## config.mk

```make
export PLATFORM = sky130hd
export DESIGN_NAME = sprite_blitter
export DESIGN_NICKNAME = d
export VERILOG_FILES = /design/src/rtl/sprite_blitter.sv
export SDC_FILE = /design/constraint.sdc
export NUM_CORES = 1
export LEC_CHECK = 0
export ABC_AREA = 1
export ABC_CLOCK_PERIOD_IN_PS = 4000
export BUFFER_PORTS_ARGS = -buffer_cell sky130_fd_sc_hd__buf_2
export CORE_ASPECT_RATIO = 0.7
export CORE_MARGIN = 2
export CORE_UTILIZATION = 57
export CTS_BUF_LIST = sky130_fd_sc_hd__clkbuf_8
export DETAILED_ROUTE_END_ITERATION = 6
export PLACE_DENSITY = 0.88
export REMOVE_ABC_BUFFERS = 1
export SLEW_MARGIN = 40
export SYNTH_ARGS = -nofsm -noshare
export SYNTH_HDL_FRONTEND = slang
export SYNTH_SLANG_ARGS = --single-unit
export TNS_END_PERCENT = 10
```

## constraint.sdc

```tcl
create_clock -name clk -period 4 [get_ports clk]
set_input_delay 0.2 -clock clk [delete_from_list [all_inputs] [get_ports clk]]
set_output_delay 0.2 -clock clk [all_outputs]
set_load 0.01 [all_outputs]
```

## src/rtl/sprite_blitter.sv

```systemverilog
// Sprite ROM reader: streams a SPRITE_W x SPRITE_H tile out of the ROM and writes it
// into the framebuffer at (cmd_x, cmd_y), with edge clipping and optional transparency.
module sprite_blitter #(
  parameter int         SPRITE_W         = 30,
  parameter int         SPRITE_H         = 30,
  parameter int         FB_W             = 160,
  parameter int         FB_H             = 120,
  parameter int         FB_AW            = 15,
  parameter logic [7:0] TRANSPARENT      = 8'hFF,
  parameter bit         SKIP_TRANSPARENT = 1'b1
) (
  input  logic             clk,
  input  logic             reset,
  input  logic             start,
  input  logic [1:0]       cmd_color,
  input  logic [2:0]       cmd_number,
  input  logic [7:0]       cmd_x,
  input  logic [6:0]       cmd_y,
  output logic             busy,
  output logic             done,
  output logic [1:0]       rom_color,
  output logic [2:0]       rom_number,
  output logic [9:0]       rom_addr,
  input  logic [7:0]       rom_data,
  output logic             fb_we,
  output logic [FB_AW-1:0] fb_addr,
  output logic [7:0]       fb_data
);
  localparam int         CW    = (SPRITE_W > 1) ? $clog2(SPRITE_W) : 1;
  localparam int         RW    = (SPRITE_H > 1) ? $clog2(SPRITE_H) : 1;
  localparam logic [9:0] LAST  = 10'(SPRITE_W * SPRITE_H - 1);
  localparam logic [CW-1:0] COL_MAX = CW'(SPRITE_W - 1);

  typedef enum logic [1:0] {IDLE, FETCH, DRAIN, DONE} state_t;

  state_t        r_state;
  logic [7:0]    r_x;
  logic [6:0]    r_y;
  logic [1:0]    r_color;
  logic [2:0]    r_number;
  logic [9:0]    r_addr;
  logic [CW-1:0] r_col, r_col_d;
  logic [RW-1:0] r_row, r_row_d;
  logic          r_vld;
  logic          r_busy, r_done;

  always_ff @(posedge clk) begin
    if (reset) begin
      r_state  <= IDLE;
      r_x      <= '0;
      r_y      <= '0;
      r_color  <= '0;
      r_number <= '0;
      r_addr   <= '0;
      r_col    <= '0;
      r_row    <= '0;
      r_col_d  <= '0;
      r_row_d  <= '0;
      r_vld    <= 1'b0;
      r_busy   <= 1'b0;
      r_done   <= 1'b0;
    end else begin
      // row/col/valid trail the address by one cycle to line up with rom_data
      r_vld   <= (r_state == FETCH);
      r_col_d <= r_col;
      r_row_d <= r_row;
      r_done  <= 1'b0;
      case (r_state)
        IDLE: if (start) begin
          r_x      <= cmd_x;
          r_y      <= cmd_y;
          r_color  <= cmd_color;
          r_number <= cmd_number;
          r_addr   <= '0;
          r_col    <= '0;
          r_row    <= '0;
          r_busy   <= 1'b1;
          r_state  <= FETCH;
        end
        FETCH: begin
          if (r_addr == LAST) begin
            r_state <= DRAIN;
          end else begin
            r_addr <= r_addr + 10'd1;
            if (r_col == COL_MAX) begin
              r_col <= '0;
              r_row <= r_row + 1'b1;
            end else begin
              r_col <= r_col + 1'b1;
            end
          end
        end
        DRAIN: begin
          r_busy  <= 1'b0;
          r_done  <= 1'b1;
          r_state <= DONE;
        end
        DONE:    r_state <= IDLE;
        default: r_state <= IDLE;
      endcase
    end
  end

  // Full-width screen coordinates so off-screen pixels never alias back on screen
  logic [15:0]      w_fx, w_fy;
  logic             w_inb, w_transp, w_we;
  logic [FB_AW-1:0] w_addr;

  assign w_fx     = 16'(r_x) + 16'(r_col_d);
  assign w_fy     = 16'(r_y) + 16'(r_row_d);
  assign w_inb    = (32'(w_fx) < FB_W) && (32'(w_fy) < FB_H);
  assign w_transp = SKIP_TRANSPARENT && (rom_data == TRANSPARENT);
  assign w_we     = r_vld && w_inb && !w_transp;
  assign w_addr   = FB_AW'(32'(w_fy) * FB_W + 32'(w_fx));

  assign busy       = r_busy;
  assign done       = r_done;
  assign rom_color  = r_color;
  assign rom_number = r_number;
  assign rom_addr   = r_addr;
  assign fb_we      = w_we;
  assign fb_addr    = w_we ? w_addr : '0;
  assign fb_data    = w_we ? rom_data : 8'h00;
endmodule

```

==> results of run 1 <==
stage by stage:
| step | setup slack (ps) | hold slack (ps) | instances | cell area, um^2 |
|---|---|---|---|---|
| floorplan | 548 | 269 | 510 | 3550 |
| global placement | 396 | 449 | 661 | 4020 |
| detailed placement | 246 | 458 | 661 | 4020 |
| CTS | 15.3 | 127 | 668 | 4120 |
| global route | -94.0 | 166 | 673 | 4210 |
| finish | 159 | 137 | 673 | 4210 |
registers in the layout, summed over array words and instances (netlist names):
name / cells
r_row: 5
r_col_d: 5
rom_color: 2
done: 1
r_vld: 1
busy: 1
r_state: 2
rom_number: 3
r_row_d: 5
r_x: 8
r_y: 7
rom_addr: 10
r_col: 5
timing repair:
item | CTS | global route
setup endpoints to repair | 1 | 3
hold endpoints to repair | 0 | 0
setup buffers | 0 | 5
pin swaps | 0 | 6
cloned | 0 | 0
gates resized for setup | 3 | 12
final cells by class:
type                    count  area [um^2]
clock buffers               6         82.6
clock inverters             1         8.76
fillers                   505         1970
inverters                  77          292
multi-input cells         378         2220
flip-flops and latches     55         1100
well taps                  78         97.6
repair buffers             78          408
layout by cell type, fill, tap and decap left out, types with 4 or more instances in the layout:
master,Yosys,layout
nand3_2,3,4
a21oi_1,30,29
nor3_1,6,5
clkbuf_8,0,6
xnor2_1,8,8
ha_1,31,27
inv_1,73,72
nand3_1,31,30
nand2_1,100,100
buf_4,1,7
nor2_2,18,18
nor2_4,4,4
xor2_1,9,9
nor2_1,70,70
dfxtp_1,55,53
buf_2,1,71
nand4_1,15,15
o21ai_0,30,30
worst max-delay path by stage:
| stage | from | to | slack [ps] | cells after the start |
|---|---|---|---|---|
| finish | r_y[0] | fb_addr[14] | 160 | 20 |
| global route | r_y[0] | fb_addr[13] | -90 | 16 |
| CTS | r_y[0] | fb_addr[14] | 20 | 20 |
| detailed placement | r_y[0] | fb_addr[14] | 250 | 20 |
| global placement | r_y[0] | fb_addr[14] | 400 | 20 |
| floorplan | r_y[0] | fb_addr[14] | 550 | 19 |
Yosys cell counts (all sizes together):
library cell,number,area share (%)
a21o,1,0.21
a31oi,1,0.17
a21boi,1,0.21
xnor2,8,1.9
ha,31,11
nor4,3,0.52
clkinv,1,0.10
inv,76,8.0
buf,4,0.97
o21ai,31,4.3
nand3,34,5.1
clkbuf,8,0.83
and3,1,0.17
and2,1,0.21
dfxtp,55,30
nand4,15,2.6
or2,1,0.17
nor3,6,0.83
o31ai,1,0.21
nand3b,2,0.41
xor2,10,2.6
o21bai,1,0.21
a211oi,1,0.21
nand2,103,11
a21oi,30,4.2
fa,4,2.2
nor2,92,12
power by group through the flow:
stage	combinational (mW)	sequential (mW)	clock, mW
6_report	1.04	0.707	0.316
3_3_place_gp	0.948	0.709	0
5_1_grt	1.17	0.720	0.349
3_5_place_dp	0.980	0.713	0
4_1_cts	0.992	0.701	0.327
2_1_floorplan	0.703	0.713	0
routing by layer:
layer  track usage (%)  share of wire (%)  up-vias
met4              4.41               0.86        0
met1              31.9                 47     1570
met3              5.63                8.5       10
met5                 0                  0        -
li1                  -                  -     1805
met2              37.8                 44      147
cell families (layout without fill, tap and decap cells):
group | Yosys count | in the layout | share of synthesized area, %
simple gates | 258 | 258 | 32.5
buf+inv | 89 | 162 | 9.86
compound gates | 67 | 67 | 9.65
flops | 55 | 55 | 30.4
fa+ha+maj | 35 | 35 | 12.9
xor+xnor | 18 | 18 | 4.57
worst min-delay path, delay by kind of cell:
kind / cells / cell delay (ps)
buffers and inverters: 1 / 70
AOI/OAI and AO/OA: 1 / 70
and+or+nand+nor: 1 / 70
==> impl_results.md, run 1 <==
* Final Critical Period at just under 4000 ps
* Reg2Reg Setup Slack at 1710 ps
* Routability-driven placement congestion ratio at 0.941
* Post-synthesis sequential area ratio at 30.4%
* Synthesis Warnings at 0
* Synthesized flop and latch total at between 50 and 60
* IO buf count at 71
* Seq pwr share at 34.3%
* Cell repeated most along the worst path: nand2_1
* Tcrit/Tclk final at 96.0%
* Core ar. at 0.00619 mm^2
* Number of global-route vias before repair at ~3300
* Top delay family on crit path: adder cells
* CTS buffer count at 5
* Hold wc startpoint: cmd_color[1]
* Die H at just over 70 um
* Critical Path Source Type: flip-flop
* Pwr Total at 2.06 mW
* First-pass GRT wire length at ~14 mm
* Status: finished clean
* Ratio of cells with drive above 1 in the final layout at between 20% and 30%
* DR WL/cell at 12.5 um
* Clk_skew at around 8.5 ps
* DR pass1 iterations at 5
* Element type at the critical path end: primary output
* Overflow after GRT at 0
* Slew @ Worst Pin at between 700 and 800 ps
* Slew margin rel. at between 40% and 50%
* Setup total negative slack at 0 ps
* Post-Syn Instances at 522
* Initial antenna violation count at 0
* Switching share of power at 44.9%
* Maxcap violations at 0
* Routed vias/inst at about 5.2
* Syn Std Cell Area at around 0.0036 mm^2
* Largest net degree at the start of global routing at 28
* Worst hold path class: input port to flip-flop
* RR Startpoint: rom_addr[0]
* Internal at ~1.1 mW
* Sink Count at 55
* Worst hold path depth at 3
* Yosys cell types at 37
* Worst-skew pair later-pin latency at about 310 ps
* Lkg Pwr at approximately 2.1 nW
* Starting Density at between 50% and 60%
* TritonCTS clock tree: done
* Clock power share at between 10% and 20%
* DIE AREA at roughly 0.0070 mm^2
* H-tree depth at 2
* Worst Path Max Fanout at 4
* Ports at 72
* Worst path arrival time at between 3000 and 4000 ps
* # diodes at 0
* Comb pwr share at roughly 50%
* CP max-delay cell: fa_2
* Util after Layout at 68.1%
* Reg clk slew, reported paths at roughly 100 ps
* Sw power at ~930 uW
* Post-Syn Area per Cell at ~6.9 um^2
* Synth-to-Final Area Change at 16.4%
* Total GRT Usage at around 23%
* DRT iter0 DRCs at about 190
* Worst R2R Path Depth at 11
* Reg-to-reg endpoint: r_col[0]
* Nets at between 600 and 700
* Root buffer cell: clkbuf_8
* Routed WL at 8.38 mm
* Peak Freq at approximately 260 MHz
* Clock tree buffer depth at 2
* Row count at 24
* Remaining DRCs at 0
* Endpoints failing setup at 0
* Cell Chain, Critical Path: ha_4, fa_2, nand2_1, nand2_1, and2_4, xor2_2, inv_2, ha_4, fa_2, nand2_1, inv_1, nand4_1, nand3_2, nand2_1, nor3_2, nand3_1, nand2_1, nand2_1, nor2_1, buf_2
* Die width at slightly below 100 um
* Routed via count at 3532
* CP Buf/Inv Count at 3
* Hold endpoint: rom_color[1]
* CP peak stage delay at ~560 ps
* DP HPWL at 6.07 mm
* Worst IR drop on VDD at roughly 0.00026 V
* Fin. Hold Viols at 0
* Power density over the cells at 490 mW/mm^2
* Fin. max-slew vios at 0
* Hold-fix buffers, CTS at 0
* Crit path kind: flip-flop to primary output
* Detail Route Antenna Nets at 0
* CP required at between 3000 and 4000 ps
Power figures use the tool's default switching activity.
==> inputs of run 2 (changes only) <==
--- a/config.mk
+++ b/config.mk
@@ -9,11 +9,10 @@
 export ABC_CLOCK_PERIOD_IN_PS = 4000
 export BUFFER_PORTS_ARGS = -buffer_cell sky130_fd_sc_hd__buf_2
 export CORE_ASPECT_RATIO = 0.7
-export CORE_MARGIN = 2
-export CORE_UTILIZATION = 57
+export CORE_UTILIZATION = 30
 export CTS_BUF_LIST = sky130_fd_sc_hd__clkbuf_8
 export DETAILED_ROUTE_END_ITERATION = 6
-export PLACE_DENSITY = 0.88
+export PLACE_DENSITY = 0.55
 export REMOVE_ABC_BUFFERS = 1
 export SLEW_MARGIN = 40
 export SYNTH_ARGS = -nofsm -noshare
==> run 2 against run 1 <==
  * Sequential share of layout area down 0.64 points
  * Die area rose by 78%
  * Clock-buffer cell count is the same
  * Utilization decreased by 31 points
  * Hold slack got worse by 9.2 ps
  * Via count fell by 4.8%
  * Sequential cell count unchanged
  * Non-clock buffer count down 4
  * Critical endpoint unchanged
==> impl_results.md, run 2 (same netlist as run 1, synthesis figures left out) <==
* Status: finished clean (unchanged)
* CP max-delay cell: fa_2 (unchanged)
* Synth-to-Final Area Change at 19.2% (was 16.4%)
* Nets at 657 (was 661)
* Clock tree buffer depth at 2 (unchanged)
* First-pass GRT wire length at 14.6 mm (was 13.8 mm)
* CP Buf/Inv Count at 3 (unchanged)
* TritonCTS clock tree: done (unchanged)
* Ports at 72 (unchanged)
* Worst IR drop on VDD at 0.000190 V (was 0.000262 V)
* Critical Path Source Type: flip-flop (unchanged)
* Core ar. at 0.0117 mm^2 (was 0.00619 mm^2)
* Fin. max-slew vios at 0 (unchanged)
* Most common cell after layout, fill and taps aside: nand2_1 (unchanged)
* Row count at 33 (was 24)
* Worst path arrival time at 3560 ps (was 3640 ps)
* CP required at 3800 ps (about the same)
* Fin. Hold Viols at 0 (unchanged)
* IO buf count at 71 (unchanged)
* Top delay family on crit path: adder cells (unchanged)
* Overflow after GRT at 0 (unchanged)
* Power density over the cells at 494 mW/mm^2 (was 490 mW/mm^2)
* Routability-driven placement congestion ratio at 0.816 (was 0.941)
* Fin Hold WS at 128 ps (was 137 ps)
* Routed via count at 3363 (was 3532)
* Worst hold path class: input port to flip-flop (unchanged)
* Fin worst setup slack at 240 ps (was 159 ps)
* CP peak stage delay at 550 ps (was 560 ps)
* RSZ-0062 raised after global routing: false
* CTS buffer count at 5 (unchanged)
* DRT iter0 DRCs at 187 (was 189)
* Crit path kind: flip-flop to primary output (unchanged)
* Endpoints failing setup at 0 (unchanged)
* Die H at 93.9 um (was 70.7 um)
* Cell Chain, Critical Path: ha_4, fa_2, nand2_1, nand2_1, and2_4, xor2_2, inv_2, ha_4, fa_2, nand2_1, inv_2, nand4_1, nand3_2, nand2_2, nor3_4, nand3_2, nand2_1, nand2_1, nor2_1, buf_2 (was ha_4, fa_2, nand2_1, nand2_1, and2_4, xor2_2, inv_2, ha_4, fa_2, nand2_1, inv_1, nand4_1, nand3_2, nand2_1, nor3_2, nand3_1, nand2_1, nand2_1, nor2_1, buf_2)
* Clk_skew at 6.74 ps (was 8.45 ps)
* Element type at the critical path end: primary output (unchanged)
* Routed WL at 8.66 mm (was 8.38 mm)
* DR WL/cell at 11.6 um (was 12.5 um)
* Cell repeated most along the worst path: nand2_1 (unchanged)
* Number of flip-flops in the largest register at 10 (unchanged)
* Peak Freq at 266 MHz (was 260 MHz)
* Util after Layout at 36.8% (was 68.1%)
* Total GRT Usage at 14.5% (was 23.2%)
* Worst Path Max Fanout at 3 (was 4)
* Initial antenna violation count at 0 (unchanged)
* # diodes at 0 (unchanged)
* Reg clk slew, reported paths at 100 ps (about the same)
* Slew margin rel. at 46.9% (was 48.5%)
* # fillers at 1275 (was 505)
* DIE AREA at 0.0125 mm^2 (was 0.00701 mm^2)
* Starting Density at 30.8% (was 58.5%)
* Dpl ws at 291 ps (was 246 ps)
* Detail Route Antenna Nets at 0 (unchanged)
* DP HPWL at 6.53 mm (was 6.07 mm)
* Worst-skew pair later-pin latency at 320 ps (was 310 ps)
* DR pass1 iterations at 5 (unchanged)
* Largest net degree at the start of global routing at 28 (unchanged)
* Commonest cells after routing, fill and taps aside: 99 x nand2_1, 71 x inv_1, 71 x buf_2 (was 100 x nand2_1, 72 x inv_1, 71 x buf_2)
* Slew @ Worst Pin at 796 ps (was 772 ps)
* Routed vias/inst at 4.49 (was 5.25)
* Die width at 133 um (was 99.2 um)
* Root buffer cell: clkbuf_8 (unchanged)
* Setup total negative slack at 0 ps (unchanged)
* Maxcap violations at 0 (unchanged)
* Final Critical Period at 3760 ps (was 3840 ps)
* Number of global-route vias before repair at 3143 (was 3251)
* Tcrit/Tclk final at 94.0% (was 96.0%)
* Remaining DRCs at 0 (unchanged)
* Sink Count at 55 (unchanged)
* Ratio of cells with drive above 1 in the final layout at 21.6% (was 22.0%)
* Lkg Pwr at 2.09 nW (about the same)
* H-tree depth at 2 (unchanged)
run 2: layout make-up:
cell class              count  area (um^2)  share of cell area [%]
clock buffers               6         82.6                    1.91
well taps                 157          196                    4.55
flip-flops and latches     55         1100                    25.6
clock inverters             2         35.0                   0.812
repair buffers             74          378                    8.76
inverters                  77          292                    6.76
multi-input cells         378         2230                    51.6
run 2: path summary, 6_finish.rpt:
| check | start | end | slack, ps | cells past startpoint |
|---|---|---|---|---|
| max | r_y[0] | fb_addr[14] | 240 | 20 |
| min | cmd_color[1] | rom_color[1] | 130 | 3 |
| max reg2reg | rom_addr[0] | r_row[2] | 1640 | 11 |
| min reg2reg | r_row[4] | r_row[4] | 470 | 2 |
run 2: layer usage:
layer	part of all wire (%)	GRT usage (%)	vias to the layer above	wire [um]
met5	0	0	-	0
met4	1.1	3.79	0	96
met3	4.4	3.02	9	377
met2	39	22.5	75	3410
met1	55	20.2	1483	4780
li1	-	-	1796	-
run 2: what timing repair did:
item / CTS / global route
hold buffers: 0 / 0
gates resized for setup: 3 / 12
endpoints found under the setup margin: 1 / 3
buffers inserted: 0 / 1
pin swaps: 1 / 5
run 2: per-stage QoR:
stage | cell area [um^2] | std cells | power, mW
after global routing | 4310 | 749 | 2.32
after global placement | 4120 | 740 | 1.70
final | 4310 | 749 | 2.13
after floorplan | 3550 | 510 | 1.42
after detailed placement | 4120 | 740 | 1.71
after CTS | 4250 | 748 | 2.12
run 2: power by group:
part	switching (mW)	internal, mW	leakage [nW]
Clock	0.187	0.203	0.0612
Sequential	0.0651	0.641	0.449
Combinational	0.684	0.350	1.58
Total	0.936	1.19	2.09
run 2: worst register-to-register path: cells and delay by family, from the launching register on:
family / cells / cell delay, ps
simple gates: 5 / 790
buf+inv: 2 / 310
fa+ha+maj: 1 / 220
flops: 1 / 400
compound gates: 3 / 570
